===== config.mk =====
export PLATFORM = sky130hd
export DESIGN_NAME = sha256_round_pipeline_62_63
export DESIGN_NICKNAME = d
export VERILOG_FILES = /design/src/rtl/sha256_pkg.sv /design/src/rtl/sha256_round_comb.sv /design/src/rtl/sha256_round_pipeline_62_63.sv
export SDC_FILE = /design/constraint.sdc
export NUM_CORES = 2
export LEC_CHECK = 0
export CORE_ASPECT_RATIO = 0.75
export CORE_MARGIN = 5
export CORE_UTILIZATION = 55
export DETAILED_ROUTE_END_ITERATION = 8
export PLACE_DENSITY = 0.78
export SLEW_MARGIN = 20
export SYNTH_ARGS = -nofsm -noshare
export SYNTH_HDL_FRONTEND = slang
export SYNTH_SLANG_ARGS = --single-unit

===== constraint.sdc =====
create_clock -name CLK -period 58.2 [get_ports CLK]
set_clock_uncertainty 0.2 [all_clocks]
set_input_delay 11.64 -clock CLK [delete_from_list [all_inputs] [get_ports CLK]]
set_output_delay 11.64 -clock CLK [all_outputs]
set_load 0.005 [all_outputs]

===== src/rtl/sha256_pkg.sv =====
// Shared SHA-256 constants and round helper functions for the compression datapath.
package sha256_pkg;

    localparam int unsigned WORD_W = 32;

    typedef logic [WORD_W-1:0] word_t;

    localparam word_t K62 = 32'hbef9a3f7;
    localparam word_t K63 = 32'hc67178f2;

    localparam logic [255:0] IV = {
        32'h6a09e667, 32'hbb67ae85, 32'h3c6ef372, 32'ha54ff53a,
        32'h510e527f, 32'h9b05688c, 32'h1f83d9ab, 32'h5be0cd19
    };

    function automatic word_t big_sigma0(input word_t x);
        return {x[1:0], x[31:2]} ^ {x[12:0], x[31:13]} ^ {x[21:0], x[31:22]};
    endfunction

    function automatic word_t big_sigma1(input word_t x);
        return {x[5:0], x[31:6]} ^ {x[10:0], x[31:11]} ^ {x[24:0], x[31:25]};
    endfunction

    function automatic word_t ch(input word_t e, input word_t f, input word_t g);
        return (e & f) ^ (~e & g);
    endfunction

    function automatic word_t maj(input word_t a, input word_t b, input word_t c);
        return (a & b) ^ (a & c) ^ (b & c);
    endfunction

endpackage


===== src/rtl/sha256_round_comb.sv =====
// Combinational single SHA-256 round: {a..h} plus round constant K and word W to next {a..h}.
module sha256_round_comb
    import sha256_pkg::*;
#(
    parameter word_t K = 32'h0
) (
    input  logic [255:0] i_state,
    input  logic [31:0]  i_w,
    output logic [255:0] o_state
);

    word_t w_a, w_b, w_c, w_d, w_e, w_f, w_g, w_h;
    word_t w_t1, w_t2;

    always_comb begin
        {w_a, w_b, w_c, w_d, w_e, w_f, w_g, w_h} = i_state;
        w_t1    = w_h + big_sigma1(w_e) + ch(w_e, w_f, w_g) + K + i_w;
        w_t2    = big_sigma0(w_a) + maj(w_a, w_b, w_c);
        o_state = {w_t1 + w_t2, w_a, w_b, w_c, w_d + w_t1, w_e, w_f, w_g};
    end

endmodule


===== src/rtl/sha256_round_pipeline_62_63.sv =====
// Rounds 62/63 plus chaining-value feed-forward, three enabled register stages.
// Optional target comparator (hit output) is built when SHA256_TARGET_CMP_EN is defined.
module sha256_round_pipeline_62_63
    import sha256_pkg::*;
#(
    parameter int unsigned TAG_W     = 32,
    parameter int unsigned ZERO_BITS = 32
) (
    input  logic             CLK,
    input  logic             RST,
    input  logic             write_en,
    input  logic             valid_in,
    input  logic [255:0]     state_in,
    input  logic [31:0]      w62,
    input  logic [31:0]      w63,
    input  logic [255:0]     h_init,
    input  logic [TAG_W-1:0] tag_in,
    output logic             valid_out,
    output logic [255:0]     digest,
    output logic [TAG_W-1:0] tag_out
`ifdef SHA256_TARGET_CMP_EN
    ,
    output logic             hit
`endif
);

    if (ZERO_BITS < 1 || ZERO_BITS > 256) begin : g_zero_bits_range
        $error("ZERO_BITS must be within 1..256");
    end

    logic [255:0]     w_s1_state, w_s2_state, w_digest;

    logic             r_s1_valid, r_s2_valid, r_s3_valid;
    logic [255:0]     r_s1_state, r_s2_state, r_s3_digest;
    logic [31:0]      r_s1_w63;
    logic [255:0]     r_s1_hinit, r_s2_hinit;
    logic [TAG_W-1:0] r_s1_tag, r_s2_tag, r_s3_tag;

    sha256_round_comb #(
        .K (K62)
    ) u_round62 (
        .i_state (state_in),
        .i_w     (w62),
        .o_state (w_s1_state)
    );

    sha256_round_comb #(
        .K (K63)
    ) u_round63 (
        .i_state (r_s1_state),
        .i_w     (r_s1_w63),
        .o_state (w_s2_state)
    );

    // Feed-forward is lane-wise: carries never cross a 32-bit word boundary.
    always_comb begin
        w_digest = '0;
        for (int i = 0; i < 8; i++) begin
            w_digest[i*32 +: 32] = r_s2_state[i*32 +: 32] + r_s2_hinit[i*32 +: 32];
        end
    end

    always_ff @(posedge CLK or posedge RST) begin
        if (RST) begin
            r_s1_valid  <= 1'b0;
            r_s1_state  <= '0;
            r_s1_w63    <= '0;
            r_s1_hinit  <= '0;
            r_s1_tag    <= '0;
            r_s2_valid  <= 1'b0;
            r_s2_state  <= '0;
            r_s2_hinit  <= '0;
            r_s2_tag    <= '0;
            r_s3_valid  <= 1'b0;
            r_s3_digest <= '0;
            r_s3_tag    <= '0;
        end else if (write_en) begin
            r_s1_valid  <= valid_in;
            r_s1_state  <= w_s1_state;
            r_s1_w63    <= w63;
            r_s1_hinit  <= h_init;
            r_s1_tag    <= tag_in;
            r_s2_valid  <= r_s1_valid;
            r_s2_state  <= w_s2_state;
            r_s2_hinit  <= r_s1_hinit;
            r_s2_tag    <= r_s1_tag;
            r_s3_valid  <= r_s2_valid;
            r_s3_digest <= w_digest;
            r_s3_tag    <= r_s2_tag;
        end
    end

    assign valid_out = r_s3_valid;
    assign digest    = r_s3_digest;
    assign tag_out   = r_s3_tag;

`ifdef SHA256_TARGET_CMP_EN
    logic w_hit;
    logic r_s3_hit;

    assign w_hit = r_s2_valid && (w_digest[255 -: ZERO_BITS] == '0);

    always_ff @(posedge CLK or posedge RST) begin
        if (RST) begin
            r_s3_hit <= 1'b0;
        end else if (write_en) begin
            r_s3_hit <= w_hit;
        end
    end

    assign hit = r_s3_hit;
`endif

endmodule


Yosys cells after proc, flatten, opt, wreduce, memory -nomap -nowiden
Index checks and enable logic that the tools add are counted.

Bitwise gates (word level): 26. $add $sub $neg: 22.

Operators by type and width (count): 32-bit adder (20); 32-bit XOR (14); 32-bit bitwise AND (10); 32-bit adder (second input constant) (2); 32-bit NOT (2).

Bits of input ports: 612. Logic and storage cells: 60. Output and inout port bits: 289. Register bits after elaboration: 1411.

Longest topological paths before layout
Depth in word-level cells: 7. Mapped depth: 31. Mapped depth without buffers: 30.

Modules after synthesis
A second synthesis with hierarchy kept.

Cells, all modules: 7366. Area, all modules: 85431.9 um^2.

By module, submodules not included: sha256_round_pipeline_62_63 (times used 1, area an instance 63870.0 um^2, cells an instance 4695, sequential area each 35308.9 um^2); sha256_round_comb (u_round63) (times used 1, area an instance 10910.5 um^2, cells an instance 1384, sequential area each 0.0 um^2); sha256_round_comb (u_round62) (times used 1, area an instance 10651.5 um^2, cells an instance 1287, sequential area each 0.0 um^2).

Least setup slack after synthesis
No wires, ideal clock.

Kind: input-to-reg. From: input state_in[98]. To: register r_s1_state[253]. Data arrival time: 17833 ps. Setup time: 125 ps. Stages on the path: 27. Required time: 57875 ps. Setup slack: 40043 ps. Path buffers: 2. Cell sequence: clkbuf_1 > mux2_2 > fa_1 > fa_1 > ha_1 > a211oi_1 > o21ai_1 > a311oi_1 > nor2_1 > a21o_1 > a21oi_1 > xnor2_1 > inv_1 > fa_1 > inv_1 > ha_1 > clkbuf_1 > a21oi_1 > o21ai_1 > or3_1 > a41oi_1 > o31ai_1 > a2111oi_2 > o31ai_1 > a21oi_1 > xnor2_1 > mux2_2.

Word-level cells in the longest chain between the ends: 7. Elaborated cells between the ends (all ways): 11. Classes of those cells: 5 x add/sub; 6 x bitwise.

Ends and longest elaborated chain: from (decl) (RTL line sha256_round_pipeline_62_63.sv:13) `input logic [255:0] state_in,`; 32-bit XOR / 32-bit NOT (equally long branches) (RTL line sha256_pkg.sv:21, sha256_pkg.sv:25); 32-bit XOR / 32-bit bitwise AND (equally long branches) (RTL line sha256_pkg.sv:21, sha256_pkg.sv:25); 32-bit adder / 32-bit XOR (equally long branches) (RTL line sha256_round_comb.sv:17, sha256_pkg.sv:25); 32-bit adder * (3 in a row) (RTL line sha256_round_comb.sv:17) `w_t1 = w_h + big_sigma1(w_e) + ch(w_e, w_f, w_g) + K + i_w;`; 32-bit adder * (RTL line sha256_round_comb.sv:19) `o_state = {w_t1 + w_t2, w_a, w_b, w_c, w_d + w_t1, w_e, w_f, w_g};`; to (signal assigned) (RTL line sha256_round_pipeline_62_63.sv:79) `r_s1_state <= w_s1_state;`; to (decl) (RTL line sha256_round_pipeline_62_63.sv:34) `logic [255:0] r_s1_state, r_s2_state, r_s3_digest;`.

Every way passes the cells marked *; elsewhere a longest branch is shown, timed or not. A chain may end at the register's enable or synchronous reset.

Final worst setup path
From: input state_in[99]. To: register r_s1_state[253].

Same word-level chain as after synthesis.

==> reports/qor.csv <==
stage;metric;value;unit
status;status;finished, final reports clean;
clock_network;holdBufCountCts;0;
synth;yosysWarnings;0;
routing;via_per_inst;5.91;
floorplanning;start_util;55.5;%
synth;ys_seq_elements;1411;
synth;synth_top_family_by_area;multiplexers;
synth;async_reset_ff_share;100;%
cells_and_area;areaGrowthSynthToFinish;19.6;%
sta;setup_viol;0;
clock_network;ctsResizeCount;0;
routing;drc;0;
floorplanning;die_w;456;um
synth;synthXorXnorAreaFrac;6.70;%
clock_network;clock_latency;810;ps
hold_path;hp-class;register to register;
clock_network;cts_tree;yes;
critical_path;crit_required;58690;ps
clock_network;clock_sinks;1411;
synth;syn_nets;8540;
run;maxCapViolations;0;
placed_design;gpl.final_weighted_congestion;1.03;
sta;clock.fmax;0.0506;GHz
global_routing;grt_pass1_wl;393000;um
critical_path;crit_fanout;7;
placed_design;dp_hpwl;213000;um
clock_network;cts_setup_buffers;0;
synth;synthMuxAreaShare;17.8;%
sta;tightest_slew;1110;ps
sta;finalHoldViolCount;0;
cells_and_area;nFillCells;11188;
clock_network;clk_path_buf_depth;3;
synth;yosysTopAreaCellShare;42.9;%
global_routing;grtUsageTotal;33.4;%
sta;maxSlewHeadroom;26.0;%
synth;synth_cells;7238;
synth;synth_edf_count;0;
synth;synth_compound_area_share;10.5;%
placed_design;place_area;93100;um^2
routing;via_count;60343;
cells_and_area;layout-drive-gt1-share;19.9;%
clock_network;h-tree-depth;4;
global_routing;grt_pass1_vias;60564;
sta;tns;0;ps
floorplanning;io_pins;901;
clock_network;cts_inserted_buffers;145;
cells_and_area;instances_no_fill;10212;
routing;routed_wl;269000;um
global_routing;grt_max_degree;159;
floorplanning;dieArea;157000;um^2
cells_and_area;nets;9339;
critical_path;cp-end-kind;register;
routing;avgRoutedWirePerCell;26.3;um
cells_and_area;final_design_area_no_fill;98400;um^2
global_routing;grt-ovfl-total;0;
synth;synth_fa_ha_area_share;12.4;%
synth;synth-simple-area-share;5.41;%
synth;yosys.area.top_type;dfrtp_1;
floorplanning;coreArea;148000;um^2
critical_path;crit_arrival;20250;ps
synth;ys.flop_type;dfrtp_1;
synth;netlist_area;82200;um^2
placed_design;io_buffer_count;900;
clock_network;root_buffer;clkbuf_16;
routing;dr.pass1.iters;6;
routing;ant_nets;0;
clock_network;clk_pin_slew_worst_paths;70;ps
sta;rsz0062_at_grt;no;
synth;syn_avg_cell_area;11.4;um^2
global_routing;antenna_found_initial;100;
floorplanning;die_height;345;um
critical_path;startpoint_type;primary input;
synth;yosysSeqAreaShare;42.9;%
sta;finalCritPeriodShare;34.0;%
synth;synth_cell_types;86;
routing;drt_iter0_drc;5823;
floorplanning;row_count;122;
sta;fin_crit;19760;ps
critical_path;crit_type;primary input to register;
placed_design;placedCellCount;9871;
synth;synth_area_leaders;dfrtp_1 43%, mux2_2 17%, ha_1 7.5%;
sta;maxSlewViolCount;0;
## flip-flops by register name (all words and copies together) (netlist names)
register / flops
r_s2_tag: 32
r_s1_state: 256
r_s1_hinit: 256
r_s1_w63: 32
r_s2_valid: 1
r_s1_valid: 1
r_s2_state: 256
digest: 256
r_s2_hinit: 256
valid_out: 1
r_s1_tag: 32
tag_out: 32
## cells by family (layout without fill, tap and decap cells)
group / after synthesis / in the layout
XOR/XNOR: 626 / 626
multiplexers: 1303 / 1303
other: 0 / 70
AO/OA/AOI/OAI: 1346 / 1346
buffers and inverters: 926 / 1846
adder cells (fa/ha/maj): 696 / 696
flip-flops: 1411 / 1411
AND/OR/NAND/NOR: 930 / 930
## critical path, cell delays in order
cell	delay [ps]
clkdlybuf4s50_1	830
mux2i_1	870
fa_1	560
inv_1	80
fa_1	410
ha_1	280
ha_1	240
a211oi_1	380
o21ai_1	170
a311oi_1	510
nor2_1	130
a21o_1	200
a21oi_1	160
xnor2_1	180
inv_1	90
fa_1	510
inv_1	40
ha_1	380
a21oi_1	180
o21ai_1	100
or3_1	320
a41oi_1	470
o31ai_1	240
a2111oi_2	590
o31ai_1	150
a21oi_1	200
xnor2_1	80
mux2_2	260
## metal layers
metal	routed length, um	part of all wire [%]	track usage (%)
met2	118000	44	49.9
met1	112000	42	45.4
met3	24200	9.0	8.73
met5	166	0.062	0
met4	13900	5.2	16.9
## path summary, 6_finish.rpt
kind	cells after the start	slack, ps	end	start
setup / recovery	28	38440	r_s1_state[253]	state_in[99]
hold / removal	1	290	digest[26]	digest[26]
setup reg to reg	28	49700	r_s2_state[254]	r_s1_state[98]
hold reg to reg	1	290	digest[26]	digest[26]
max in group asynchronous	7	41630	digest[161]	RST
min in group asynchronous	2	11200	r_s2_hinit[24]	RST
## synth_stat cells (all sizes together), types with 8 or more instances
library cell and n:
nor4 9, a21oi 350, or3 21, o211ai 35, nand4 27, a31oi 45
buf 16, a21boi 19, mux2 1277, nand3 80, nor3b 9, a211oi 45
o21ai 309, xnor2 427, and4 9, a311oi 8, nand2 288, or2 15
nor3 76, o311ai 14, nor2 215, o21bai 59, clkbuf 300, o21a 53
nor2b 39, and3 43, mux2i 26, a211o 16, dfrtp 1411, inv 609
ha 493, a31o 15, and2 23, a41oi 12, fa 197, o31ai 39
a221oi 18, xor2 197, nand2b 51, a21o 237
## layout by cell type, fill, tap and decap left out, types with 148 or more instances in the layout
cell type / n
a21o_1: 237
a21oi_1: 349
clkbuf_16: 148
clkdlybuf4s50_1: 899
dfrtp_1: 1411
fa_1: 197
ha_1: 493
inv_1: 607
mux2_2: 1276
nand2_1: 288
nor2_1: 215
o21ai_0: 232
xnor2_1: 427
xor2_1: 197
## layout make-up
type / count / area, um^2 / area share, %
clock buffers: 198 / 4190 / 4.26
multi-input cells: 4901 / 43400 / 44.2
inverters: 610 / 2300 / 2.34
clock inverters: 70 / 840 / 0.854
flip-flops and latches: 1411 / 35300 / 35.9
well taps: 1984 / 2480 / 2.52
repair buffers: 968 / 9620 / 9.78
diodes: 70 / 175 / 0.178
## metrics by stage
| step | setup WS (ps) | utilization (%) | hold WS, ps |
|---|---|---|---|
| after floorplan | 6570 | - | 249 |
| after global placement | 38030 | 62.9 | 268 |
| after detailed placement | 37900 | 62.9 | 277 |
| after CTS | 38710 | 66.3 | 297 |
| after global routing | 38040 | 66.4 | 312 |
| final | 38440 | 66.4 | 287 |
Power is not shown: default switching activity piles up to over one toggle a cycle in this logic, so the estimate is an artifact.
